## config.mk

```make
export PLATFORM = sky130hd
export DESIGN_NAME = wb_arbiter
export DESIGN_NICKNAME = d
export VERILOG_FILES = /design/src/rtl/wb_arbiter.sv
export SDC_FILE = /design/constraint.sdc
export NUM_CORES = 1
export LEC_CHECK = 0
export CAP_MARGIN = 20
export CORE_ASPECT_RATIO = 0.6
export CORE_MARGIN = 2
export CORE_UTILIZATION = 35
export CTS_BUF_LIST = sky130_fd_sc_hd__clkbuf_4 sky130_fd_sc_hd__clkbuf_8
export DETAILED_ROUTE_END_ITERATION = 6
export PLACE_DENSITY = 0.61
export SKIP_CTS_REPAIR_TIMING = 1
export SYNTH_ARGS = -nofsm -noshare
export SYNTH_HDL_FRONTEND = slang
export SYNTH_SLANG_ARGS = --single-unit
```

## constraint.sdc

```tcl
create_clock -name clk -period 6.18 [get_ports clk]
set_input_delay 0.927 -clock clk [delete_from_list [all_inputs] [get_ports clk]]
set_output_delay 0.927 -clock clk [all_outputs]
set_load 0.01 [all_outputs]
```

## src/rtl/wb_arbiter.sv

```systemverilog
// wb_arbiter: merges the integer-pipe (IP) and load/store-pipe (LSP)
// writeback streams onto the single register-file write port.
// Each source owns a small in-order queue; queue heads are granted
// oldest-first by age stamp, equal stamps are broken by a round-robin
// pointer. The granted head is registered into the output stage, so a
// request accepted at edge k drives rf_wen after edge k+1.
module wb_arbiter #(
  parameter int XLEN  = 64,
  parameter int DEPTH = 2,   // entries per source queue, power of two, 2..4
  parameter int SW    = 4    // age-stamp width, 2^(SW-1) > 2*DEPTH+1
) (
  input  logic            clk,
  input  logic            rst,
  // integer-pipe writeback
  input  logic            ip_wb_valid,
  output logic            ip_wb_ready,
  input  logic            ip_wb_wb_en,
  input  logic [4:0]      ip_wb_dst,
  input  logic [XLEN-1:0] ip_wb_result,
  // load/store-pipe writeback
  input  logic            lsp_wb_valid,
  output logic            lsp_wb_ready,
  input  logic            lsp_wb_wb_en,
  input  logic [4:0]      lsp_wb_dst,
  input  logic [XLEN-1:0] lsp_wb_result,
  // register-file write port
  output logic            rf_wen,
  output logic [4:0]      rf_wdst,
  output logic [XLEN-1:0] rf_wdata,
  // issue-stage visibility
  output logic [31:0]     wba_pend_mask,
  output logic            wba_busy
);

  localparam int NSRC = 2;
  localparam int PW   = $clog2(DEPTH);      // queue pointer width
  localparam int CW   = $clog2(DEPTH + 1);  // queue occupancy width

  // Source identifiers; also the encoding of the round-robin pointer.
  localparam logic SRC_IP  = 1'b0;
  localparam logic SRC_LSP = 1'b1;

  // ------------------------------------------------------------------
  // Per-source input bundles, indexed by SRC_IP / SRC_LSP
  // ------------------------------------------------------------------
  logic [NSRC-1:0] in_valid;
  logic [NSRC-1:0] in_wb_en;
  logic [4:0]      in_dst  [NSRC];
  logic [XLEN-1:0] in_data [NSRC];

  assign in_valid   = {lsp_wb_valid, ip_wb_valid};
  assign in_wb_en   = {lsp_wb_wb_en, ip_wb_wb_en};
  assign in_dst[0]  = ip_wb_dst;
  assign in_dst[1]  = lsp_wb_dst;
  assign in_data[0] = ip_wb_result;
  assign in_data[1] = lsp_wb_result;

  // ------------------------------------------------------------------
  // State
  // ------------------------------------------------------------------
  logic [4:0]      dst_mem_q   [NSRC][DEPTH];
  logic [XLEN-1:0] data_mem_q  [NSRC][DEPTH];
  logic [SW-1:0]   stamp_mem_q [NSRC][DEPTH];

  logic [PW-1:0]   rd_ptr_q [NSRC];
  logic [PW-1:0]   rd_ptr_d [NSRC];
  logic [PW-1:0]   wr_ptr_q [NSRC];
  logic [PW-1:0]   wr_ptr_d [NSRC];
  logic [CW-1:0]   count_q  [NSRC];
  logic [CW-1:0]   count_d  [NSRC];

  logic [SW-1:0]   stamp_q, stamp_d;
  logic            rr_q, rr_d;

  logic            rf_wen_q, rf_wen_d;
  logic [4:0]      rf_wdst_q, rf_wdst_d;
  logic [XLEN-1:0] rf_wdata_q, rf_wdata_d;

  // ------------------------------------------------------------------
  // Queue heads
  // ------------------------------------------------------------------
  logic [NSRC-1:0] head_vld;
  logic [SW-1:0]   head_stamp [NSRC];
  logic [4:0]      head_dst   [NSRC];
  logic [XLEN-1:0] head_data  [NSRC];

  // Expose the oldest entry of each queue to the arbiter.
  always_comb begin
    // NOTE: every signal assigned in a combinational block gets a default
    // first, so no path leaves it unassigned and no latch is inferred.
    head_vld = '0;
    for (int s = 0; s < NSRC; s++) begin
      head_vld[s]   = (count_q[s] != '0);
      head_stamp[s] = stamp_mem_q[s][rd_ptr_q[s]];
      head_dst[s]   = dst_mem_q[s][rd_ptr_q[s]];
      head_data[s]  = data_mem_q[s][rd_ptr_q[s]];
    end
  end

  // ------------------------------------------------------------------
  // Arbitration
  // ------------------------------------------------------------------
  logic [SW-1:0]   age_diff;
  logic            ip_older;
  logic            tie;
  logic            gnt_any;
  logic            gnt_src;
  logic [NSRC-1:0] gnt;

  // Grant the older head; equal stamps go to the round-robin pointer.
  always_comb begin
    // Modular difference: a set MSB means the IP head was stamped first.
    age_diff = head_stamp[0] - head_stamp[1];
    ip_older = (age_diff >= SW'(1 << (SW - 1)));
    tie      = 1'b0;
    gnt_any  = |head_vld;
    gnt_src  = SRC_IP;
    if (head_vld[0] && head_vld[1]) begin
      if (head_stamp[0] == head_stamp[1]) begin
        tie     = 1'b1;
        gnt_src = rr_q;
      end else if (ip_older) begin
        gnt_src = SRC_IP;
      end else begin
        gnt_src = SRC_LSP;
      end
    end else if (head_vld[1]) begin
      gnt_src = SRC_LSP;
    end
    gnt[0] = gnt_any && (gnt_src == SRC_IP);
    gnt[1] = gnt_any && (gnt_src == SRC_LSP);
  end

  // ------------------------------------------------------------------
  // Enqueue side
  // ------------------------------------------------------------------
  logic [NSRC-1:0] ready;
  logic [NSRC-1:0] fire;
  logic [NSRC-1:0] push;

  // Ready depends only on registered occupancy and the grant, never on valid.
  // Requests that write nothing (wb_en=0 or dst=0) are handshaken and dropped.
  always_comb begin
    ready = '0;
    fire  = '0;
    push  = '0;
    for (int s = 0; s < NSRC; s++) begin
      ready[s] = (count_q[s] < CW'(DEPTH)) || gnt[s];
      fire[s]  = in_valid[s] && ready[s];
      push[s]  = fire[s] && in_wb_en[s] && (in_dst[s] != 5'd0);
    end
  end

  // ------------------------------------------------------------------
  // Next-state computation
  // ------------------------------------------------------------------

  // Pointer/occupancy updates, stamp advance, round-robin flip, output stage.
  always_comb begin
    for (int s = 0; s < NSRC; s++) begin
      rd_ptr_d[s] = gnt[s]  ? rd_ptr_q[s] + PW'(1) : rd_ptr_q[s];
      wr_ptr_d[s] = push[s] ? wr_ptr_q[s] + PW'(1) : wr_ptr_q[s];
      count_d[s]  = count_q[s] + CW'(push[s]) - CW'(gnt[s]);
    end

    // Both sources enqueuing on the same edge share one stamp value.
    stamp_d = (|push) ? stamp_q + SW'(1) : stamp_q;

    // The pointer moves only when it actually decided a tie.
    rr_d = (gnt_any && tie) ? ~gnt_src : rr_q;

    rf_wen_d   = gnt_any;
    rf_wdst_d  = gnt_any ? head_dst[gnt_src]  : rf_wdst_q;
    rf_wdata_d = gnt_any ? head_data[gnt_src] : rf_wdata_q;
  end

  // ------------------------------------------------------------------
  // Sequential logic
  // ------------------------------------------------------------------

  // Control state and output stage; reset empties both queues at once.
  always_ff @(posedge clk or posedge rst) begin
    // NOTE: sequential state uses non-blocking assignments so every
    // register samples the pre-edge values regardless of statement order.
    if (rst) begin
      for (int s = 0; s < NSRC; s++) begin
        rd_ptr_q[s] <= '0;
        wr_ptr_q[s] <= '0;
        count_q[s]  <= '0;
      end
      stamp_q    <= '0;
      rr_q       <= SRC_IP;
      rf_wen_q   <= 1'b0;
      rf_wdst_q  <= '0;
      rf_wdata_q <= '0;
    end else begin
      for (int s = 0; s < NSRC; s++) begin
        rd_ptr_q[s] <= rd_ptr_d[s];
        wr_ptr_q[s] <= wr_ptr_d[s];
        count_q[s]  <= count_d[s];
      end
      stamp_q    <= stamp_d;
      rr_q       <= rr_d;
      rf_wen_q   <= rf_wen_d;
      rf_wdst_q  <= rf_wdst_d;
      rf_wdata_q <= rf_wdata_d;
    end
  end

  // Queue storage written at the tail on each real enqueue.
  always_ff @(posedge clk) begin
    // NOTE: the storage arrays are deliberately not reset; occupancy and
    // pointers alone decide which entries are live, so stale contents are
    // never observed.
    for (int s = 0; s < NSRC; s++) begin
      if (push[s]) begin
        dst_mem_q[s][wr_ptr_q[s]]   <= in_dst[s];
        data_mem_q[s][wr_ptr_q[s]]  <= in_data[s];
        stamp_mem_q[s][wr_ptr_q[s]] <= stamp_q;
      end
    end
  end

  // ------------------------------------------------------------------
  // Pending-destination mask
  // ------------------------------------------------------------------
  logic [31:0]   pend_mask;
  logic [PW-1:0] slot;

  // OR of every live queue entry plus the output stage; x0 never pends.
  always_comb begin
    pend_mask = '0;
    slot      = '0;
    for (int s = 0; s < NSRC; s++) begin
      for (int i = 0; i < DEPTH; i++) begin
        slot = rd_ptr_q[s] + PW'(i);
        if (CW'(i) < count_q[s]) begin
          pend_mask[dst_mem_q[s][slot]] = 1'b1;
        end
      end
    end
    if (rf_wen_q) begin
      pend_mask[rf_wdst_q] = 1'b1;
    end
    pend_mask[0] = 1'b0;
  end

  // ------------------------------------------------------------------
  // Outputs
  // ------------------------------------------------------------------
  assign ip_wb_ready   = ready[0];
  assign lsp_wb_ready  = ready[1];
  assign rf_wen        = rf_wen_q;
  assign rf_wdst       = rf_wdst_q;
  assign rf_wdata      = rf_wdata_q;
  assign wba_pend_mask = pend_mask;
  assign wba_busy      = (count_q[0] != '0) || (count_q[1] != '0) || rf_wen_q;

endmodule

```

==> impl_metrics.json <==
{
  "drt_first_iter_violations": 1168,
  "rows": 60,
  "die_area_um2": 47330,
  "syn2layout_area_growth_pct": 27.99,
  "avgSynthCellArea_um2": 13.77,
  "fin_crit_ns": 4.597,
  "hold_class": "flop to flop",
  "antenna_found_initial": 2,
  "drive_gt1_frac": 0.1253,
  "setup_viol": 0,
  "netlist_instances": 1158,
  "nets": 1574,
  "drtAntennaViolNets": 0,
  "io_buffers": 247,
  "initial_core_util": 0.3552,
  "seq_area_frac_synth": 0.6802,
  "pwr_density_cell_nw_per_um2": 523.7,
  "use_met3": 0.04983,
  "path_clk_slew_ns": 0.06,
  "cp-start-kind": "flop",
  "synth_edf_count": 292,
  "drtPass1Iterations": 5,
  "rsz0062_at_grt": "no",
  "cts.sinks": 375,
  "wl_um": 46710,
  "cp_data_required_time_ns": 5.25,
  "grtUsageMet2": 0.2786,
  "vdd_drop_max_mv": 0.5594,
  "cts_tree": "yes",
  "cts_buffers": 55,
  "crit_type": "flop to output port",
  "die_h_um": 169.3,
  "drv_cap": 0,
  "grt_usage": 0.1933,
  "globalRouteMet1Util": 0.2927,
  "die_x_um": 279.5,
  "syn_area_um2": 15940,
  "busiest_layer": "met1",
  "period_share": 0.7439,
  "synthesis.nets": 1310,
  "status": "complete, no violations",
  "core_area_um2": 44890,
  "p_leak_uw": 0.007321,
  "synthFlopType": "edfxtp_1",
  "layout_common_cells": "edfxtp_1, clkdlybuf4s50_1, nand2_1",
  "critPathCaptureType": "output port",
  "hold_slack_ns": 0.4769,
  "final-max-slew-violation-count": 0,
  "grt_pass1_vias": 10476,
  "yosys_register_bits": 375,
  "drc_errors": 0,
  "vias": 10814,
  "clkLatencyLatePin_ns": 0.61,
  "synth_cell_types": 57,
  "grt_pass1_wl_um": 67930,
  "grt_overflow": 0,
  "synthArstFlopShare": 0.2213,
  "worstPathArrival_ns": 3.67,
  "gp_congestion": 1.005,
  "skew_ns": 0.04070,
  "tns_ns": 0,
  "tightest_slew_ns": 1.094,
  "fmax_ghz": 0.2175,
  "wire_per_inst_um": 22.67,
  "grt_max_degree": 71,
  "hold_viol": 0,
  "avgViaCountPerCell": 5.250,
  "max_slew_margin": 0.2709,
  "final_common_cell": "edfxtp_1",
  "hpwlAfterDp_um": 31950,
  "cts-root-buf": "clkbuf_8",
  "htree_levels": 2,
  "synth_warnings": 0,
  "clockBufferDepth": 3,
  "ios": 249,
  "cp_max_fo": 53
}
[worst max-delay path, stage by stage (launching register included)]
cell and delay [ns]:
dfrtp_4 0.90, mux2_2 0.41, ha_1 0.28, and4b_1 0.19, a31oi_1 0.23, mux2i_4 0.17, and2_2 0.24, nand2_1 0.11
clkdlybuf4s50_1 0.55
[stage by stage]
stage / power, µW / utilization / cells / setup WS, ns / instance area, µm²
after detailed placement: 8536 / 0.4260 / 1952 / 1.968 / 19130
final: 10690 / 0.4546 / 2060 / 1.583 / 20410
after floorplan: 6593 / - / 1158 / -0.2418 / 15940
after global routing: 11300 / 0.4546 / 2060 / 1.375 / 20410
after global placement: 8495 / 0.4260 / 1952 / 1.969 / 19130
after CTS: 10770 / 0.4534 / 2056 / 1.511 / 20350
[area by class of cell]
cell class,instances,area [µm²]
fill,4099,24490
clock inverter,23,226.5
multi-input combinational,707,4836
timing repair buffer,265,2678
inverter,18,70.07
tap,589,737.0
antenna,2,5.005
sequential,375,10850
clock buffer,81,1002
[layer usage]
metal / part of all wire / vias to the layer above / wire length [µm]
met5: 0 / - / 0
met4: 0.015 / 0 / 703
met3: 0.081 / 57 / 3771
met2: 0.43 / 409 / 19900
met1: 0.48 / 5397 / 22340
li1: - / 4951 / -
[sequential cells by signal, summed over array words and instances (netlist names), 2 cells and up]
register	cells
count_q	4
data_mem_q	256
dst_mem_q	20
rd_ptr_q	2
rf_wdata	64
rf_wdst	5
stamp_mem_q	16
stamp_q	4
wr_ptr_q	2
[final timing paths]
kind,startpoint,to,slack [ns],depth (start not counted)
hold reg to reg,rr_q,rr_q,0.48,1
setup reg to reg,rd_ptr_q[0],data_mem_q[0][184],2.11,8
min in group asynchronous,rst,rf_wdata[3],0.73,2
hold / removal,rr_q,rr_q,0.48,1
max in group asynchronous,rst,rd_ptr_q[0],4.23,3
setup / recovery,rd_ptr_q[0],lsp_wb_ready,1.58,8
[logic make-up after synthesis]
logic type,share of synthesized area
compound gates,0.09935
xor+xnor,0.007612
fa+ha+maj,0.006278
buf+inv,0.02040
flops,0.6802
mux,0.09809
other cells,0.0002352
simple gates,0.08781
[synthesized netlist by cell type, types with 10 or more instances]
cell type | count | area (µm²)
a221oi_1 | 26 | 227.7
edfxtp_1 | 292 | 8768
nand2b_1 | 13 | 81.33
a21oi_1 | 40 | 200.2
a22oi_1 | 32 | 240.2
buf_2 | 26 | 130.1
nand3_1 | 24 | 120.1
nand2_1 | 139 | 521.8
and2_1 | 13 | 81.33
mux2i_1 | 100 | 1001
mux2_2 | 47 | 529.3
nor2_1 | 92 | 345.3
o211ai_1 | 42 | 315.3
inv_1 | 18 | 67.56
dfrtp_1 | 83 | 2077
o22ai_1 | 14 | 87.58
clkbuf_1 | 26 | 97.59
nor2b_1 | 10 | 62.56
[where the power goes]
group	switching, µW	total (µW)	internal (µW)
Sequential	489	3920	3430
Clock	970	2190	1220
Combinational	2650	4580	1930
Note: power is estimated with default switching activity, not from simulation.
